[src/rtl/layer_pkg.sv]
// Shared widths, default weights/biases and FSM encoding
// for the fully-connected classifier layer.
package layer_pkg;

  localparam int FEAT_W = 12;
  localparam int W_W    = 8;
  localparam int B_W    = 16;
  localparam int PROD_W = 20;
  localparam int ACC_W  = 24;
  localparam int N_IN   = 3;
  localparam int N_OUT  = 2;

  // index o*3+i, LSB-first: rows {2,1,0} and {0,1,2}
  localparam logic [N_OUT*N_IN*W_W-1:0] FC_W = {
    8'd2, 8'd1, 8'd0,
    8'd0, 8'd1, 8'd2
  };

  localparam logic [N_OUT*B_W-1:0] FC_B = '0;

  typedef enum logic [1:0] {
    ST_IDLE,
    ST_MAC,
    ST_DONE
  } fc_state_e;

endpackage

[src/rtl/fc_mac.sv]
// Registered signed 12x8 multiply-accumulate into 24 bits.
// load has priority over en; sum exposes the next value.
module fc_mac
  import layer_pkg::*;
(
  input  logic                     clk,
  input  logic                     rst_n,
  input  logic                     load,
  input  logic                     en,
  input  logic signed [ACC_W-1:0]  bias,
  input  logic signed [FEAT_W-1:0] a,
  input  logic signed [W_W-1:0]    b,
  output logic signed [ACC_W-1:0]  sum,
  output logic signed [ACC_W-1:0]  acc
);

  logic signed [PROD_W-1:0] prod;

  assign prod = PROD_W'(a) * PROD_W'(b);
  assign sum  = acc + ACC_W'(prod);

  always_ff @(posedge clk or negedge rst_n) begin
    if (!rst_n) begin
      acc <= '0;
    end else if (load) begin
      acc <= bias;
    end else if (en) begin
      acc <= sum;
    end
  end

endmodule

[src/rtl/fc_classifier.sv]
// Two-class fully-connected layer: one MAC per cycle over
// six weights, argmax on completion, 8-cycle cadence.
module fc_classifier
  import layer_pkg::*;
#(
  parameter logic [N_OUT*N_IN*W_W-1:0] W_FLAT = FC_W,
  parameter logic [N_OUT*B_W-1:0]      B_FLAT = FC_B
) (
  input  logic                     clk,
  input  logic                     rst_n,
  input  logic signed [FEAT_W-1:0] in0,
  input  logic signed [FEAT_W-1:0] in1,
  input  logic signed [FEAT_W-1:0] in2,
  input  logic                     valid_in,
  output logic signed [ACC_W-1:0]  score0,
  output logic signed [ACC_W-1:0]  score1,
  output logic                     class_out,
  output logic                     valid_out,
  output logic                     busy,
  output logic                     overrun
);

  fc_state_e st;
  logic [2:0] k;

  logic signed [FEAT_W-1:0] f0, f1, f2;
  logic signed [ACC_W-1:0]  cand0;

  logic                     mac_load;
  logic                     mac_en;
  logic signed [ACC_W-1:0]  mac_bias;
  logic signed [FEAT_W-1:0] mac_a;
  logic signed [W_W-1:0]    mac_b;
  logic signed [ACC_W-1:0]  mac_sum;
  logic signed [ACC_W-1:0]  mac_acc;

  logic signed [ACC_W-1:0]  b0, b1;

  assign b0 = ACC_W'($signed(B_FLAT[B_W-1:0]));
  assign b1 = ACC_W'($signed(B_FLAT[2*B_W-1:B_W]));

  logic start;
  logic mid;
  logic last;

  assign start = (st == ST_IDLE) && valid_in;
  assign mid   = (st == ST_MAC) && (k == 3'd2);
  assign last  = (st == ST_MAC) && (k == 3'd5);

  assign mac_load = start || mid;
  assign mac_en   = (st == ST_MAC);
  assign mac_bias = start ? b0 : b1;
  assign mac_b    = W_FLAT[W_W*k +: W_W];

  always_comb begin
    mac_a = f2;
    unique case (k)
      3'd0, 3'd3: mac_a = f0;
      3'd1, 3'd4: mac_a = f1;
      default:    mac_a = f2;
    endcase
  end

  fc_mac u_mac (
    .clk   (clk),
    .rst_n (rst_n),
    .load  (mac_load),
    .en    (mac_en),
    .bias  (mac_bias),
    .a     (mac_a),
    .b     (mac_b),
    .sum   (mac_sum),
    .acc   (mac_acc)
  );

  always_ff @(posedge clk or negedge rst_n) begin
    if (!rst_n) begin
      st        <= ST_IDLE;
      k         <= '0;
      f0        <= '0;
      f1        <= '0;
      f2        <= '0;
      cand0     <= '0;
      score0    <= '0;
      score1    <= '0;
      class_out <= 1'b0;
      valid_out <= 1'b0;
      busy      <= 1'b0;
      overrun   <= 1'b0;
    end else begin
      valid_out <= 1'b0;
      overrun   <= valid_in && (st != ST_IDLE);
      unique case (st)
        ST_IDLE: begin
          if (valid_in) begin
            f0   <= in0;
            f1   <= in1;
            f2   <= in2;
            k    <= '0;
            busy <= 1'b1;
            st   <= ST_MAC;
          end
        end
        ST_MAC: begin
          if (mid) cand0 <= mac_sum;
          if (last) begin
            st <= ST_DONE;
          end else begin
            k <= k + 3'd1;
          end
        end
        ST_DONE: begin
          score0    <= cand0;
          score1    <= mac_acc;
          class_out <= (mac_acc > cand0);
          valid_out <= 1'b1;
          busy      <= 1'b0;
          st        <= ST_IDLE;
        end
        default: st <= ST_IDLE;
      endcase
    end
  end

endmodule

[config.mk]
export PLATFORM = sky130hd
export DESIGN_NAME = fc_classifier
export DESIGN_NICKNAME = d
export VERILOG_FILES = /design/src/rtl/layer_pkg.sv /design/src/rtl/fc_mac.sv /design/src/rtl/fc_classifier.sv
export SDC_FILE = /design/constraint.sdc
export NUM_CORES = 1
export LEC_CHECK = 0
export CAP_MARGIN = 20
export CORE_MARGIN = 2
export CORE_UTILIZATION = 45
export DETAILED_ROUTE_END_ITERATION = 10
export PLACE_DENSITY_LB_ADDON = 0.12
export SLEW_MARGIN = 20
export SYNTH_ARGS = -nofsm -noshare
export SYNTH_HDL_FRONTEND = slang
export SYNTH_SLANG_ARGS = --single-unit
[constraint.sdc]
create_clock -name clk -period 4.8 [get_ports clk]
set_input_delay 0.96 -clock clk [delete_from_list [all_inputs] [get_ports clk]]
set_output_delay 0.96 -clock clk [all_outputs]
set_load 0.01 [all_outputs]
# Yosys cells after proc, flatten, opt, wreduce, memory -nomap -nowiden

Cells that the tools add are included.

Register bits after elaboration: 141
Bits in latches: 0
Memory bits (writable): 0
Memory bits (read-only): 0
Input bits: 39
Output and inout bits: 52
Memories kept: 0

$add $sub $neg: 2
Multiply operators: 1
Div/mod/pow operators: 0
$lt $le $gt $ge: 1
Eq/ne operators: 10
Shifts and indexed selects: 1
Mux-type cells: 12
Bitwise logic cells: 0
Reduce and logical (&&, ||, !) cells: 18

Operators by type and width:

| cell                                                       | number |
|---|---|
| two-way mux 24 bit                                         | 2 |
| indexed part select 48 x 7 -> 8 bit (first input constant) | 1 |
| adder 24 x 20 -> 24 bit                                    | 1 |
| > comparator 24 bit                                        | 1 |
| case mux 12 bit (2 select lines)                           | 1 |
| multiplier 12 x 8 -> 20 bit                                | 1 |
| AND reduction 2 bit                                        | 4 |
| nonzero test 2 bit                                         | 4 |
| == test 3 x 2 -> 1 bit (second input constant)             | 2 |
| == test 3 bit (second input constant)                      | 2 |
| two-way mux 3 bit                                          | 2 |
| case mux 3 bit (2 select lines)                            | 1 |
| logical AND 1 bit                                          | 4 |
| two-way mux 2 bit                                          | 2 |
| != test 2 bit (second input constant)                      | 2 |
| case mux 2 bit (2 select lines)                            | 1 |
| OR reduction 2 bit                                         | 2 |
| adder 3 x 1 -> 3 bit (second input constant)               | 1 |
| == test 3 x 1 -> 1 bit (second input constant)             | 1 |
| logical NOT 3 bit                                          | 1 |
| AND reduction 3 bit                                        | 1 |
| == test 2 x 1 -> 1 bit (second input constant)             | 1 |
| == test 2 bit (second input constant)                      | 1 |
| logical NOT 2 bit                                          | 1 |
| 4 further kinds                                            | 5 |

# Depth between registers and ports, before layout

Word-level depth: 7
Mapped depth: 21

# Hierarchy

Synthesis repeated with hierarchy kept, for this count alone.

Cells, all modules: 1,069
Area total of the unflattened synthesis: 10,822.9 um^2

By module, submodules not included:

| module        | times used | cells an instance | area each (um^2) |
|---|---|---|---|
| fc_mac        | 1          | 571               | 5,629.1 |
| fc_classifier | 1          | 498               | 5,193.7 |

# Worst setup path before layout

OpenSTA, ideal clock, no wires.

Path type: reg-to-reg
Start point: register k[0]
End point: register cand0[20]
Library setup time: 0.125 ns
Arrival: 4.845 ns
Data required time: 4.675 ns
Path slack: -0.170 ns
Stages on the path, launching flop included: 19
Buffers on the path: 3
Clock period less this slack: 4.970 ns
Path through: dfrtp_1 inv_1 ha_1 mux2_2 clkbuf_1 clkbuf_1 and2_1 fa_1 ha_1 ha_1 ha_1 ha_1 clkbuf_1 a21oi_1 o21ai_0 o21bai_1 a221oi_2 xnor2_1 mux2_4

Cells in the longest elaborated chain, start to end: 5
Elaborated cells between the ends (all ways): 13
Those cells by class: add/sub: 1; mul: 1; eq/ne: 4; shift: 1; mux: 1; reduce/logical: 5

RTL lines:

| what                                                                            | line                 | RTL |
|---|---|---|
| start, declared                                                                 | fc_classifier.sv:24  | `logic [2:0] k;` |
| start signal, assigned                                                          | fc_classifier.sv:109 | `k <= k + 3'd1;` |
| parallel branches: the longest is 5 deep, another holds adder 24 x 20 -> 24 bit | n/a                  |  |
| end signal, assigned                                                            | fc_classifier.sv:105 | `if (mid) cand0 <= mac_sum;` |
| end, declared                                                                   | fc_classifier.sv:27  | `logic signed [ACC_W-1:0] cand0;` |

Parallel ways; which one is timed is not known.
A chain may end at the register's enable or synchronous reset.

# Worst setup path in the final report

Start point: register k[1]
End point: register cand0[20]

Same word-level chain as after synthesis.

==> reports/results.ini <==
[timing]
tightest_slew_ns=0.781
final_hold_viol_count=0
slew_headroom=0.478
finalClockSkew_ns=0.0111
final-setup-viol-count=0
finalMaxSlewViolations=0
fin_crit_ns=4.71
period_share=0.980
max_clock_freq_mhz=212

[grt]
grt_max_degree=83
grt_pass1_vias=6404
grt_first_pass_wirelength_mm=32.4
antenna_found_initial=0
grt_usage=0.204
grt_overflow_total=0

[die]
die_h_um=142
die_area_um2=20100
core_region_area_um2=18600
die_x_um=142
start_util=0.458
ios=91
row_count=50

[drt]
vias_per_cell=5.23
wl_per_cell_um=16.0
route.detailed.drc=0
vias=6416
first_pass_iters=5
wirelength_mm=19.6
drtIter0Drc=272
route.antenna.remaining_nets=0

[cts]
clock_sinks=141
cts_max_level=4
clk_latency_ns=0.42
clock_path_buffers=2
cts_buffers=17
holdBufCountCts=0
cts_root_buf=clkbuf_16
cts_tree=yes
clk_pin_slew_ns=0.06

[finish]
syn2layout_area_growth_pct=28.7
fin_area_um2=11000
num_antenna_cells=0
layout-drive-gt1-share=0.188
nNetsFinal=1154

[yosys]
synth_flop_cell=dfrtp_1
synth_area_um2=8540
syn_avg_cell_area_um2=10.1
synth.distinct_cells=52
synth-edff-count=0
synth.most_common_cell=nand2_1
synth.largest_area_cell=dfrtp_1
synthTopCellsByCount=153 x nand2_1, 141 x dfrtp_1, 113 x ha_1
synthTopCellsByArea=dfrtp_1 41%, ha_1 17%, nand2_1 6.7%, fa_1 5.4%, mux2_2 5.3%
ys_seq_area_frac=0.413
synth_fp_nets=1023
async_reset_ff_frac=1.00
ys_warn_count=0
synth_top_area_share=0.413
synth_cells=848
synth.ff_latch_count=141

[worst_setup_path]
startpoint_type=flip-flop
ff2ff_setup_slack_ns=0.09
reg2reg_depth=19
timing.rr.end=cand0[20]
r2r_start=k[1]
crit_fanout=7
cp.required_ns=5.10
path_class=flip-flop to flip-flop
crit_arrival_ns=5.01
cp-end-kind=flip-flop

[worst_hold_path]
min_from=score1[4]
hold-path-endpoint=score1[4]
hold_class=flip-flop to flip-flop
hold_depth=2

[job]
max_cap_viol_count=0

[placed_design]
hpwl_mm=14.9
placed_cell_area_um2=10000
io_buffers=90
gp_routability_congestion=0.859

[outcome]
status=finished clean

cell type report:
cell class | count | area, µm²
clock buffer | 19 | 443
fill | 1617 | 7650
timing repair buffer | 143 | 1340
clock inverter | 13 | 188
multi-input combinational | 619 | 4990
inverter | 57 | 214
tap | 234 | 293
sequential | 141 | 3530
state kept, by name, indices dropped and copies added, names as in the netlist:
| signal | flops |
|---|---|
| busy | 1 |
| cand0 | 24 |
| class_out | 1 |
| f0 | 12 |
| f1 | 12 |
| f2 | 12 |
| k | 3 |
| overrun | 1 |
| score0 | 24 |
| score1 | 24 |
| st | 2 |
| u_mac.acc | 24 |
| valid_out | 1 |
worst max-delay path: stages, from the launching register on:
cell      delay (ns)
dfrtp_1         0.40
inv_2           0.07
ha_2            0.17
mux2_4          0.33
buf_6           0.16
a22oi_2         0.17
a21oi_2         0.10
and2_4          0.17
fa_1            0.39
ha_2            0.36
ha_4            0.20
ha_4            0.16
ha_4            0.16
fa_2            0.39
a21o_1          0.24
a221oi_4        0.35
o22ai_2         0.13
a221oi_2        0.27
xnor2_1         0.12
mux2_4          0.26
logic make-up (layout without fill, tap and decap cells):
kind of cell,after synthesis,in the layout,share of synthesized area
simple gates,240,240,0.121
compound gates,183,183,0.134
flops,141,141,0.413
fa+ha+maj,136,136,0.219
buf+inv,88,232,0.0388
mux,43,43,0.0568
xor+xnor,17,17,0.0174
per-stage QoR:
step	instances	util	setup TNS (ns)	hold slack, ns	setup WS [ns]
floorplan	848	-	0	0.449	0.00185
global placement	1187	0.536	0	0.459	0.0142
detailed placement	1187	0.536	-0.139	0.463	-0.0556
CTS	1219	0.570	0	0.478	0.000463
global route	1226	0.589	-0.172	0.490	-0.0501
finish	1226	0.589	0	0.472	0.0938
how the worst max path moves through the flow:
stage	from	end	slack [ns]	cells after the start
global route	k[1]	cand0[20]	-0.05	19
finish	k[1]	cand0[20]	0.09	19
global placement	k[0]	cand0[20]	0.01	18
detailed placement	k[0]	cand0[18]	-0.06	19
CTS	k[1]	cand0[20]	0.0005	19
floorplan	k[0]	cand0[20]	0.002	19
placed cells by master, fill, tap and decap left out, drive strengths merged, types with 4 or more instances in the layout:
cell,synthesis,routed
clkdlybuf4s50,0,89
ha,113,113
a22o,12,12
inv,56,59
bufinv,0,4
xnor2,11,11
a22oi,14,14
o31ai,6,6
fa,23,23
nand3,12,12
dfrtp,141,141
o211ai,6,6
mux2,41,41
buf,3,53
o21a,7,7
o21ai,70,70
clkbuf,28,20
nand2b,5,5
nor2,30,30
xor2,6,6
nor2b,4,4
nand4,9,9
nor3,5,5
nand2,153,153
a21oi,43,43
and2,13,13
a21o,5,5
clkinv,1,4
timing repair:
action	CTS	global route
buffers inserted	0	6
endpoints found under the setup margin	7	28
pin swaps	2	31
gates resized for setup	2	53
cloned	0	1
layer usage:
metal  vias up  track usage  wire length [µm]
li1       3212            -                 -
met1      3031        0.301              9570
met2       154        0.315              8880
met3        19       0.0381               937
met4         0       0.0474               202
met5         -            0                 0
Power is left out: the tool's default activity adds up to more than one toggle a clock period on the data nets, which glitch-free logic cannot reach.
==> variant: new RTL, same flow settings <==
Register the input `in2` before use, without a reset. The logic sees it one clock later. The other inputs are not delayed to match.
--- a/src/rtl/fc_classifier.sv
+++ b/src/rtl/fc_classifier.sv
@@ -20,4 +20,10 @@
   output logic                     overrun
 );
+
+  logic signed [FEAT_W-1:0] in2_q;
+
+  always_ff @(posedge clk) begin
+    in2_q <= in2;
+  end
 
   fc_state_e st;
@@ -96,5 +102,5 @@
             f0   <= in0;
             f1   <= in1;
-            f2   <= in2;
+            f2   <= in2_q;
             k    <= '0;
             busy <= 1'b1;
Behaviour: not the same (a bounded check fails within 10 cycles, from zero or initial values and one cycle with rst_n low).
==> variant against the unedited design <==
- sequential cell count rose by 12
- area after synthesis rose by 1.9%
- clock skew fell by 0.0046 ns
- synthesized cell count fell by 0.94%
- final area rose by 5.1%
- routed wire length rose by 2.8%
- setup slack improved by 0.015 ns
- highest routed layer unchanged
Power is left out: the tool's default activity adds up to more than one toggle a clock period on the data nets, which glitch-free logic cannot reach.
==> variant: results (changes against the unedited design) <==
[detailed_routing]
viasPerCell = 5.136  ; was 5.233
drt_iter0_drc = 307  ; was 272

[setup_path]
r2r_end = u_mac.acc[20]  ; was cand0[20]
path_max_fanout = 6  ; was 7
r2r_start = k[0]  ; was k[1]
max_stage_delay_ns = 0.45  ; was 0.40 ns
crit_arrival_ns = 5.00  ; was 5.01 ns
crit_slowest_cell = fa_1  ; was dfrtp_1

[yosys]
synthDistinctLibCells = 61  ; was 52
ys_async_sr_fraction = 0.9216  ; was 1.000
avgSynthCellArea_sq_um = 10.36  ; was 10.07 sq um
synth_commonest_cells = 159 x nand2_1, 141 x dfrtp_1, 113 x ha_1, 67 x o21ai_0, 55 x inv_1  ; was 153 x nand2_1, 141 x dfrtp_1, 113 x ha_1, 70 x o21ai_0, 56 x inv_1
ys_top_cells_by_area = dfrtp_1 41%, ha_1 16%, nand2_1 6.9%  ; was dfrtp_1 41%, ha_1 17%, nand2_1 6.7%
synthesis.nets = 1015  ; was 1,023
ys_seq_area_frac = 0.4331  ; was 0.4131
synth.top_cell.area_share = 0.4055  ; was 0.4131

[placement]
dp_cells = 1206  ; was 1,187
placed_area_sq_um = 10190  ; was 9997 sq um
dp_slack_ns = -0.1257  ; was -0.05559 ns
gp_congestion = 0.8818  ; was 0.8585
dp_hpwl_um = 14280  ; was 14,850 um

[worst_hold_path]
min_to = f2[4]  ; was score1[4]
whs_path_depth = 1  ; was 2
min_from = in2_q[4]  ; was score1[4]

[global_routing]
grt_pass1_vias = 6321  ; was 6,404
grt_use_total = 0.2034  ; was 0.2044
grt_pass1_wl_um = 32570  ; was 32,440 um

[sta]
worst_pin_slew_ns = 0.8817  ; was 0.7809 ns
timing.hold.ws_ns = 0.4561  ; was 0.4723 ns
fin_worst_skew_ns = 0.006482  ; was 0.01111 ns

[final_layout]
nFillCells = 1542  ; was 1,617
finalInstanceArea_sq_um = 11550  ; was 10,990 sq um
final_nets = 1155  ; was 1,154
drive_gt1_frac = 0.2306  ; was 0.1875

[outcome]
status = finished, final reports clean  ; unchanged

[floorplan]
initial_utilization = 0.4621  ; was 0.4582

==> variant: cell types whose count changed after synthesis, moves of 5 or more <==
cell      unedited run  this run
a21oi_1             43        35
clkbuf_1            28        19
o21a_1               7         2
dfxtp_1              0        12
a22o_1              11         6
o21ai_1              0        12
nor2_1              29        22
xnor2_1             11        18
nand2_1            153       159
==> variant: cell type report <==
cell class | count | area share
repair buffers | 150 | 0.1237
multi-input cells | 602 | 0.4527
flip-flops and latches | 153 | 0.3265
inverters | 56 | 0.01820
well taps | 260 | 0.02817
clock inverters | 13 | 0.01148
clock buffers | 19 | 0.03922
==> variant: per-layer routing <==
metal  routed length, um  vias to the layer above  track usage
li1                    -                     3186            -
met1               10150                     3086       0.3051
met2                8931                      142       0.2972
met3                 732                       21      0.04192
met4                 325                        0      0.05732
met5                   0                        -            0
==> variant: cell families after synthesis <==
logic type      count (synthesis)  synth area share
compound gates                176            0.1307
xor+xnor                       21           0.02114
fa+ha+maj                     136            0.2154
buf+inv                        85           0.03824
flops                         153            0.4331
mux                            38           0.04903
simple gates                  231            0.1124
==> variant: timing repair <==
action	4_1_cts	5_1_grt
resized for setup	22	88
hold endpoints to repair	0	0
buffers inserted	3	12
pin swaps	14	47
endpoints found under the setup margin	21	28
==> variant: worst max-delay path by stage <==
stage	slack, ns	endpoint	cells past startpoint	from
final	0.11	u_mac.acc[20]	19	k[0]
after global routing	-0.05	u_mac.acc[20]	21	k[0]
after CTS	0.002	u_mac.acc[17]	20	k[0]
after detailed placement	-0.13	u_mac.acc[20]	19	k[0]
after global placement	-0.08	u_mac.acc[19]	19	k[0]
after floorplan	0.02	u_mac.acc[20]	19	k[0]
